[config.mk]
export PLATFORM = sky130hd
export DESIGN_NAME = uart_rx_axis_packetizer
export DESIGN_NICKNAME = d
export VERILOG_FILES = /design/src/rtl/uart_rx_axis_packetizer.sv
export SDC_FILE = /design/constraint.sdc
export NUM_CORES = 1
export LEC_CHECK = 0
export ABC_AREA = 1
export CORE_UTILIZATION = 60
export DETAILED_ROUTE_END_ITERATION = 12
export GPL_ROUTABILITY_DRIVEN = 0
export PLACE_DENSITY_LB_ADDON = 0.3
export SETUP_SLACK_MARGIN = 0.05
export SLEW_MARGIN = 20
export SYNTH_ARGS = -nofsm -noshare
export SYNTH_HDL_FRONTEND = slang
export SYNTH_SLANG_ARGS = --single-unit
export TNS_END_PERCENT = 100
[constraint.sdc]
create_clock -name clk -period 2 [get_ports clk]
set_input_delay 0.3 -clock clk [delete_from_list [all_inputs] [get_ports clk]]
set_output_delay 0.3 -clock clk [all_outputs]
set_load 0.01 [all_outputs]
[src/rtl/uart_rx_axis_packetizer.sv]
// UART byte strobes -> FIFO -> AXI4-Stream master; packet mode (tlast on idle) under UART_AXIS_TLAST_EN.
// One-cycle push-to-head latency; upstream cannot stall, so full-FIFO bytes are dropped and flagged.
module uart_rx_axis_packetizer #(
    parameter int DATA_BITS    = 8,
    parameter int FIFO_DEPTH   = 16,
    parameter int IDLE_TIMEOUT = 1000
) (
    input  logic                          clk,
    input  logic                          rst,
    input  logic [DATA_BITS-1:0]          rx_data,
    input  logic                          rx_valid,
    output logic [DATA_BITS-1:0]          m_axis_tdata,
    output logic                          m_axis_tvalid,
    input  logic                          m_axis_tready,
    output logic                          m_axis_tlast,
    output logic [$clog2(FIFO_DEPTH):0]   fifo_count,
    output logic                          overflow,
    input  logic                          overflow_clr
);

    localparam int AW = $clog2(FIFO_DEPTH);
    localparam int CW = AW + 1;
    localparam logic [CW-1:0] FULL_CNT = CW'(FIFO_DEPTH);

    logic [DATA_BITS-1:0] mem [FIFO_DEPTH];
    logic [AW-1:0]        wr_ptr;
    logic [AW-1:0]        rd_ptr;
    logic [CW-1:0]        count;
    logic                 count_nz;
    logic                 pop;
    logic                 push;
    logic                 drop;
    logic                 overflow_q;

    assign count_nz = (count != '0);
    assign pop      = m_axis_tvalid & m_axis_tready;
    assign push     = rx_valid & ((count != FULL_CNT) | pop);
    assign drop     = rx_valid & (count == FULL_CNT) & ~pop;

    always_ff @(posedge clk) begin
        if (push) begin
            mem[wr_ptr] <= rx_data;
        end
    end

    always_ff @(posedge clk or posedge rst) begin
        if (rst) begin
            wr_ptr <= '0;
            rd_ptr <= '0;
            count  <= '0;
        end else begin
            if (push) begin
                wr_ptr <= wr_ptr + AW'(1);
            end
            if (pop) begin
                rd_ptr <= rd_ptr + AW'(1);
            end
            case ({push, pop})
                2'b10:   count <= count + CW'(1);
                2'b01:   count <= count - CW'(1);
                default: count <= count;
            endcase
        end
    end

    // A drop in the same cycle as a clear keeps the flag set.
    always_ff @(posedge clk or posedge rst) begin
        if (rst) begin
            overflow_q <= 1'b0;
        end else if (drop) begin
            overflow_q <= 1'b1;
        end else if (overflow_clr) begin
            overflow_q <= 1'b0;
        end
    end

    assign overflow     = overflow_q;
    assign fifo_count   = count;
    assign m_axis_tdata = count_nz ? mem[rd_ptr] : '0;

`ifdef UART_AXIS_TLAST_EN
    localparam int IW = $clog2(IDLE_TIMEOUT + 1);
    localparam logic [IW-1:0] IDLE_MAX = IW'(IDLE_TIMEOUT);
    localparam logic [IW-1:0] IDLE_PRE = IW'(IDLE_TIMEOUT - 1);

    logic [IW-1:0]         idle_cnt;
    logic [FIFO_DEPTH-1:0] last_flag;
    logic [AW-1:0]         newest_ptr;
    logic                  mark;
    logic                  head_last;

    assign newest_ptr = wr_ptr - AW'(1);
    // No rx_valid in a marking cycle, so marking never collides with a push.
    assign mark       = ~rx_valid & (idle_cnt == IDLE_PRE) & count_nz;
    assign head_last  = last_flag[rd_ptr];

    always_ff @(posedge clk or posedge rst) begin
        if (rst) begin
            idle_cnt <= '0;
        end else if (rx_valid) begin
            idle_cnt <= '0;
        end else if (idle_cnt != IDLE_MAX) begin
            idle_cnt <= idle_cnt + IW'(1);
        end
    end

    always_ff @(posedge clk or posedge rst) begin
        if (rst) begin
            last_flag <= '0;
        end else begin
            if (push) begin
                last_flag[wr_ptr] <= 1'b0;
            end
            if (mark) begin
                last_flag[newest_ptr] <= 1'b1;
            end
        end
    end

    // A lone newest byte waits until it is either closed or followed.
    assign m_axis_tvalid = (count >= CW'(2)) | ((count == CW'(1)) & head_last);
    assign m_axis_tlast  = count_nz & head_last;
`else
    assign m_axis_tvalid = count_nz;
    assign m_axis_tlast  = 1'b0;
`endif

endmodule
Word-level counts from Yosys, hierarchy flattened --
Memories as Yosys holds them, arrays and structs flattened. Cells that the tools add are included.
Storage, ports and cells: register bits after elaboration 14, memory bits (writable) 128, input port bits 13, logic and storage cells 28, memories kept 1
Memories:
- mem | words 16, bits a word 8, rd ports 1, clocked after memory_dff 0, wr ports 1, line 25 | logic [DATA_BITS-1:0] mem [FIFO_DEPTH];
Cells by class: add/subtract/negate cells 4, equality and inequality tests 4, mux-type cells 6, bitwise logic cells 6, reduce and logical (&&, ||, !) cells 3
Operator list (number):
- $pmux 5 s2 | 1
- $add 4x1->4 const B | 2
- $mux 8 | 1
- $add 5x1->5 const B | 1
- $eq 5x5->1 const B | 1
- $ne 5x5->1 const B | 1
- $reduce_bool 5->1 | 1
- $sub 5x1->5 const B | 1
- $and 1x1->1 | 4
- $mux 1 | 4
- $reduce_bool 2->1 | 2
- $eq 2x1->1 const B | 1
- $eq 2x2->1 const B | 1
- $not 1->1 | 1
- $or 1x1->1 | 1

Logic depth before layout (Yosys ltp) --
Gate-level depths: netlist of the first run.
depth in word-level cells 6, gate-level depth with buffers 15

Least setup slack after synthesis of the first run --
No wires, ideal clock.
kind reg2reg, from register count[0], in the netlist fifo_count[0], to memory mem[11][0] (enable), setup time 0.370 ns, arrival 1.382 ns, required time 1.630 ns, setup slack 0.248 ns, cell stages (with the launch flop) 7, path buffers 0, clock period less this slack 1.752 ns, cells stage by stage dfrtp_1 > nor2_2 > nand2_1 > nor3_2 > nor2_4 > nand2_1 > nor2_1
On the way: longest elaborated chain between the ends 6
RTL lines:
- from (decl) | line 28 | logic [CW-1:0] count;
- from (signal assigned) | line 59 | 2'b10: count <= count + CW'(1);
- from (signal assigned) | line 60 | 2'b01: count <= count - CW'(1);
- from (signal assigned) | line 61 | default: count <= count;
- $reduce_bool 5->1 | line 35 | assign count_nz = (count != '0);
- $and 1x1->1 | line 36 | assign pop = m_axis_tvalid & m_axis_tready;
- $or 1x1->1 (*) | line 37 | assign push = rx_valid & ((count != FULL_CNT) | pop);
- $and 1x1->1 (*) | line 37
- $mux 1 (*) | line 41 | if (push) begin
- $mux 1 (not written as such) (*) | line 42 | mem[wr_ptr] <= rx_data;
- to (decl) | line 25
Every way passes the cells marked *; elsewhere a longest branch is shown, timed or not.

Worst setup path in the final report of the first run --
from register rd_ptr[0], to output m_axis_tdata[3]
On the way: longest elaborated chain between the ends 2
RTL lines:
- from (decl) | line 27 | logic [AW-1:0] rd_ptr;
- from (signal assigned) | line 56 | rd_ptr <= rd_ptr + AW'(1);
- $mem_v2 16x8
- $mux 8 | line 79 | assign m_axis_tdata = count_nz ? mem[rd_ptr] : '0;
- to (decl) | line 12 | output logic [DATA_BITS-1:0] m_axis_tdata,
No other way between the ends.

==> results of run 1 <==
-- placed cells by master, fill, tap and decap left out, types with 6 or more instances in the layout --
cell type,n
buf_12,10
buf_2,8
buf_4,45
buf_6,9
clkbuf_16,21
clkdlybuf4s50_1,16
dfrtp_1,10
edfxtp_1,128
ha_1,6
inv_1,17
nand2_1,27
nand3_1,12
nor2_1,83
o21ai_0,37
o21ai_1,27
o21ai_2,8
o221ai_1,21
xor2_1,8
-- cells by family (layout without fill, tap and decap cells) --
family	count (synthesis)	after routing	share of synthesized area, %
AOI/OAI and AO/OA	114	114	11.5
DFF	142	142	70.9
and+or+nand+nor	148	148	11.1
adders and majority gates	6	6	1.27
buffers and inverters	46	154	3.87
other	1	1	0.0634
xor gates and xnor gates	9	9	1.33
-- registers in the layout, summed over array words and instances (netlist names) --
signal      flops
fifo_count      5
mem           128
overflow        1
rd_ptr          4
wr_ptr          4
-- metal layers --
layer / global-route usage (%) / vias to the layer above / wire, um
met2: 51.3 / 395 / 8210
met3: 8.70 / 92 / 2110
met5: 0 / - / 0
li1: - / 1908 / -
met1: 40.7 / 2152 / 6240
met4: 14.2 / 0 / 936
-- power by group through the flow --
stage          combinational [mW]  sequential, mW  clock, mW
2_1_floorplan                2.35            3.88          0
3_3_place_gp                 3.99            3.87          0
3_5_place_dp                 4.09            3.88          0
4_1_cts                      4.43            3.86       2.85
5_1_grt                      5.91            3.91       2.99
6_report                     5.66            3.89       2.87
-- worst paths after layout --
kind | startpoint | end | slack [ps]
min | rst | fifo_count[0]$_DFFE_PP0P_ | 160
max in group asynchronous | rst | rd_ptr[1]$_DFFE_PP0N_ | 1380
min reg2reg | overflow$_DFFE_PP0P_ | overflow$_DFFE_PP0P_ | 540
min in group clk | overflow_clr | overflow$_DFFE_PP0P_ | 380
max | rd_ptr[0]$_DFFE_PP0N_ | m_axis_tdata[3] | -470
max reg2reg | fifo_count[1]$_DFFE_PP0P_ | mem[7][6]$_DFFE_PP_ | 210
-- final cells by class --
cell class	instances	area, um^2	share of cell area (%)
clock buffers	18	418	5.42
clock inverters	14	119	1.54
inverters	21	88.8	1.15
multi-input cells	278	1640	21.3
flip-flops and latches	142	4200	54.5
well taps	129	161	2.09
repair buffers	101	1080	14.0
-- what timing repair did --
action / 4_1_cts / 5_1_grt
gates resized for setup: 61 / 61
setup buffers: 6 / 14
endpoints found under the setup margin: 9 / 12
hold buffers: 0 / 0
pin swaps: 24 / 32
gates cloned: 2 / 6
-- worst reg2reg max path, stage by stage, from the launching register on --
cell and delay, ps:
dfrtp_2 430, nor2_4 150, buf_4 130, nand2_1 60
nor3_2 230, nor2_4 90, nand2_1 170, nor2_1 60
buf_4 200
==> impl_summary.log, run 1 <==
INFO  metric dp_hpwl = 9030 um
INFO  metric finalHoldViolCount = 0
INFO  metric grt_remaining_overflow = 0
INFO  metric yosysMostFrequentCell = edfxtp_1
INFO  metric count_of_boundary_i_o_pins = 29
INFO  metric synth_area = approximately 5900 um^2
INFO  metric wire_length_of_the_first_global_routing_pass = 22700 um
INFO  metric setup.worst_path.end_class = primary output
INFO  metric crit_arrival = roughly 2200 ps
INFO  metric start_util = 62.9%
INFO  metric drcViolationCount = 0
INFO  metric clock_network_latency_to_the_later_pin_of_the_worst_skew_pair = 520 ps
INFO  metric grt_usage = 31.8%
INFO  metric post-route-cell-area = ~7700 um^2
INFO  metric floorplan.die_area = just over 10000 um^2
INFO  metric fin_worst_hold_slack = around 160 ps
INFO  metric timing.final.setup_violations = 8
INFO  metric cp.buffers_inverters = 3
INFO  metric postSynth.asyncResetShare = approximately a tenth
INFO  metric finalWorstSetupSlack = -474 ps
INFO  metric detail_route.wirelength = around 17000 um
INFO  metric final_worst_path_cycle_share = 124%
INFO  metric ys_ff_latch = about 140
INFO  metric layout.filler_cells = approximately 470
INFO  metric netlist_instances = 466
INFO  metric clock_sinks = 142
INFO  metric via_count_of_the_first_global_routing_pass = approximately 4200
INFO  metric crit_chain = buf_6 > buf_8 > o21ai_1 > o22ai_1 > nor2_1 > nor2_1 > o21ai_1 > a21oi_2 > buf_2
INFO  metric p_total = between 10 and 15 mW
INFO  metric first_iter_violations = around 660
INFO  metric routed_wire_length_per_instance = about 25 um
INFO  metric numCtsBuffers = 17
INFO  metric violations = negative setup slack
INFO  metric critical_path.max_fanout = 6
INFO  metric antenna_violations_before_repair = 0
INFO  metric die_y = around 100 um
INFO  metric vias_per_cell = 6.47
INFO  metric timing_worst_slew_pin_value = 749 ps
INFO  metric ir_worst_vdd = between 0.7 and 0.8 mV
INFO  metric required = approximately 1700 ps
INFO  metric detailed_routing_iteration_count_for_the_pre_antenna_repair_pass = 8
INFO  metric min_period = ~2500 ps
INFO  metric cell_internal_pwr = approximately 7.8 mW
INFO  metric maxClockFrequency = between 400 and 500 MHz
INFO  metric setup.worst_path.start_class = flip-flop
INFO  metric slew_headroom = around 50%
INFO  metric post-route-util = 81.9%
INFO  metric die-width = 101 um
INFO  metric htree_levels = 4
INFO  metric rsz_0062_raised_after_global_routing = true
INFO  metric holdCritPathClass = input pin to async pin
INFO  metric timing.setup.tns = -3500 ps
INFO  metric number_of_vias_in_the_routed_layout = around 4500
INFO  metric power_frac_clock = between 20% and 30%
INFO  metric placement.io_buffers = 27
INFO  metric number_of_placed_instances_taps_included = roughly 640
INFO  metric synthesis.area_per_instance = approximately 13 um^2
INFO  metric net-switching-power = approximately 4.7 mW
INFO  metric timing.critical_path.max_delay_family = compound AO/OA/AOI/OAI gates
INFO  metric seq_area_frac_synth = a little under three quarters
INFO  metric synth_warnings = 0
INFO  metric detailed_place.area = about 6600 um^2
INFO  metric worst_path_largest_cell_delay = approximately 420 ps
INFO  metric n_antenna_cell = 0
INFO  metric drive_gt1_share = between 20% and 30%
INFO  metric cellPowerDensity = 1610 nW/um^2
INFO  metric netlist-cell-type-count = 32
INFO  metric final-max-slew-violation-count = 0
INFO  metric cts_max_path_buffers = 2
INFO  metric critPathSlowestCell = dfrtp_2
INFO  metric synth.largest_area_cell = edfxtp_1
INFO  metric final_cells = roughly 700
INFO  metric standard_cell_rows = 35
INFO  metric cts_tree = yes
INFO  metric dp_slack = -264 ps
INFO  metric power.share.switching = between 30% and 40%
INFO  metric comb_power_share = 45.6%
INFO  metric ys_top_cells_by_count = edfxtp_1, nor2_1, o21ai_0
INFO  metric grt_max_degree = 27
INFO  metric coreArea = approximately 9400 um^2
INFO  metric r2r.worst_path.cells = 8
INFO  metric run_status = complete, but fails checks
INFO  metric ctsRootBufferMaster = clkbuf_8
INFO  metric final_antenna_net_count = 0
INFO  metric critical_path_class = flip-flop to primary output
INFO  metric area_growth_syn_to_layout = 30.3%
INFO  metric cap_violations = 0
INFO  metric p_leak = approximately 2.8 nW
INFO  metric clk_transition_reported_paths = approximately 60 ps
INFO  metric timing.critical_path.depth = 9
INFO  metric design.final.nets = 580
INFO  metric synth_edf_count = between 100 and 150
INFO  metric worst_clock_skew = approximately 12 ps
INFO  metric net_count_synth = 485
INFO  metric netlist.area_leader.share = roughly two thirds
INFO  metric synthTopCellsByArea = edfxtp_1, dfrtp_1, nor2_1, o21ai_0, o221ai_1
INFO  metric yosys_most_used_dff = edfxtp_1
INFO  metric power.sequential.fraction = around 31%
No activity file was read; power rests on OpenSTA's default activity.
==> inputs of run 2 (changes only) <==
HOLD_SLACK_MARGIN = 0.06   (was default)
==> results of run 2 <==
Final layout, timing and power as in run 1 (identical DEF).
==> inputs of run 3 (changes only) <==
SKIP_LAST_GASP = 1   (was default)
==> impl_summary.log, run 3 (synthesis gave the netlist of run 1 again) <==
INFO  metric timing.setup.tns = -3650 ps (-152 ps)
INFO  metric post-route-cell-area = 7700 um^2 (-0.19%)
INFO  metric dp_hpwl = 9030 um (unchanged)
INFO  metric routed_wire_length_per_instance = 25.3 um (+1.9%)
INFO  metric cts_max_path_buffers = 2 (unchanged)
INFO  metric count_of_boundary_i_o_pins = 29 (unchanged)
INFO  metric via_count_of_the_first_global_routing_pass = 4174 (unchanged)
INFO  metric p_total = 12.4 mW (+0.20%)
INFO  metric worst_r2r_start = fifo_count[4]$_DFFE_PP0P_
INFO  metric die-width = 101 um (unchanged)
INFO  metric worst_clock_skew = 9.84 ps (-2.28 ps)
INFO  metric drive_gt1_share = 27.5% (-0.52 points)
INFO  metric min_period = 2520 ps (+42.4 ps)
INFO  metric cap_violations = 0 (unchanged)
INFO  metric die_y = 101 um (unchanged)
INFO  metric worst-r2r-setup-slack = 180 ps (-30 ps)
INFO  metric final_cells = 703 (unchanged)
INFO  metric critical_path_class = flip-flop to primary output
INFO  metric antenna_violations_before_repair = 0 (unchanged)
INFO  metric slew_headroom = 49.6% (-0.32 points)
INFO  metric required = 1700 ps (about the same)
INFO  metric drcViolationCount = 0 (unchanged)
INFO  metric detailed_routing_iteration_count_for_the_pre_antenna_repair_pass = 8 (unchanged)
INFO  metric number_of_placed_instances_taps_included = 644 (unchanged)
INFO  metric detailed_place.area = 6620 um^2 (unchanged)
INFO  metric timing.final.setup_violations = 8 (unchanged)
INFO  metric timing_worst_slew_pin_value = 754 ps (+4.81 ps)
INFO  metric ir_worst_vdd = 0.791 mV (+2.8%)
INFO  metric numCtsBuffers = 17 (unchanged)
INFO  metric run_status = complete, but fails checks
INFO  metric registers.top_by_ff_count = mem
INFO  metric cellPowerDensity = 1620 nW/um^2 (+0.40%)
INFO  metric layout.filler_cells = 466 (+0.22%)
INFO  metric final_worst_path_cycle_share = 126% (+2.1 points)
INFO  metric holdCritPathClass = input pin to async pin
INFO  metric final-max-slew-violation-count = 0 (unchanged)
INFO  metric p_leak = 2.82 nW (-0.15%)
INFO  metric wire_length_of_the_first_global_routing_pass = 22700 um (unchanged)
INFO  metric placement.io_buffers = 27 (unchanged)
INFO  metric final_antenna_net_count = 0 (unchanged)
INFO  metric endpoint = m_axis_tdata[4]
INFO  metric rsz_0062_raised_after_global_routing = true
INFO  metric number_of_vias_in_the_routed_layout = 4603 (+1.2%)
INFO  metric crit_arrival = 2220 ps (+50 ps)
INFO  metric critical_path.max_fanout = 10 (+4)
INFO  metric r2r.worst_path.cells = 15 (+7)
INFO  metric vias_per_cell = 6.55 (+1.2%)
INFO  metric setup.worst_path.end_class = primary output
INFO  metric floorplan.die_area = 10300 um^2 (unchanged)
INFO  metric ctsRootBufferMaster = clkbuf_8
INFO  metric clk_transition_reported_paths = 60 ps (about the same)
INFO  metric flip_flop_count_of_the_largest_register_all_copies_and_words_added = 128 (unchanged)
INFO  metric setup.worst_path.start_class = flip-flop
INFO  metric area_growth_syn_to_layout = 30.0%
INFO  metric coreArea = 9420 um^2 (unchanged)
INFO  metric finalHoldViolCount = 0 (unchanged)
INFO  metric detail_route.wirelength = 17800 um (+1.9%)
INFO  metric standard_cell_rows = 35 (unchanged)
INFO  metric grt_remaining_overflow = 0 (unchanged)
INFO  metric layout.cells.most_common = edfxtp_1
INFO  metric htree_levels = 4 (unchanged)
INFO  metric start_util = 62.9% (unchanged)
INFO  metric grt_usage = 31.8% (unchanged)
INFO  metric violations = negative setup slack
INFO  metric grt_max_degree = 27 (unchanged)
INFO  metric n_antenna_cell = 0 (unchanged)
INFO  metric design.final.nets = 580 (unchanged)
INFO  metric layout.cells.most_common_list = edfxtp_1, nor2_1, buf_4, o21ai_0, nand2_1
INFO  metric clock_network_latency_to_the_later_pin_of_the_worst_skew_pair = 520 ps (about the same)
INFO  metric cts_tree = yes
INFO  metric worstReg2RegEnd = fifo_count[4]$_DFFE_PP0P_
INFO  metric first_iter_violations = 565 (-14%)
INFO  metric finalWorstSetupSlack = -517 ps (-42.4 ps)
INFO  metric maxClockFrequency = 397 MHz (-1.7%)
INFO  metric timing.critical_path.from = rd_ptr[0]$_DFFE_PP0N_
INFO  metric clock_sinks = 142 (unchanged)
[run 3: cell counts in the layout (fill, tap and decap cells not counted)]
No cell type changed its count.
[run 3: final cells by class]
cell class	count	area, um^2	area share [%]
sequential	142	4200	54.6
clock inverter	14	119	1.54
multi-input combinational	278	1630	21.2
tap	129	161	2.10
clock buffer	18	418	5.43
timing repair buffer	101	1080	14.0
inverter	21	88.8	1.15
[run 3: through the flow]
| step | worst slack [ps] | util, % | hold slack [ps] |
|---|---|---|---|
| global route | -571 | 81.7 | 223 |
| floorplan | 248 | - | 189 |
| global placement | -228 | 70.3 | 494 |
| CTS | -384 | 77.6 | 148 |
| detailed placement | -264 | 70.3 | 519 |
| finish | -517 | 81.7 | 146 |
[run 3: worst min path at each step]
stage,to,slack (ps),cells past startpoint
after global routing,fifo_count[0]$_DFFE_PP0P_,220,2
after floorplan,fifo_count[0]$_DFFE_PP0P_,190,1
after detailed placement,overflow$_DFFE_PP0P_,520,2
after CTS,fifo_count[0]$_DFFE_PP0P_,150,2
final,fifo_count[0]$_DFFE_PP0P_,150,2
after global placement,fifo_count[4]$_DFFE_PP0P_,490,2
[run 3: worst max-delay path: stages (launching register included)]
cell and delay (ps):
dfrtp_2 460, clkinv_4 110, buf_12 150, buf_8 140, o21ai_0 90, o221ai_1 230
nand3_1 190, a21oi_2 180, buf_2 150
[run 3: what timing repair did]
item | 4_1_cts | 5_1_grt
buffers inserted | 6 | 14
gates cloned | 2 | 6
hold buffers | 0 | 0
setup endpoints to repair | 9 | 12
gates resized for setup | 61 | 55
pin swaps | 23 | 32
[run 3: metal layers]
layer / vias up / part of all wire, % / global-route usage, %
met3: 87 / 12 / 8.70
met4: 0 / 4.3 / 14.2
met1: 2223 / 35 / 40.7
li1: 1907 / - / -
met2: 386 / 48 / 51.3
met5: - / 0 / 0
[run 3: power by group]
part	switching (mW)	internal (mW)
Sequential	0.246	3.65
Combinational	3.21	2.45
Clock	1.25	1.64
Total	4.71	7.74
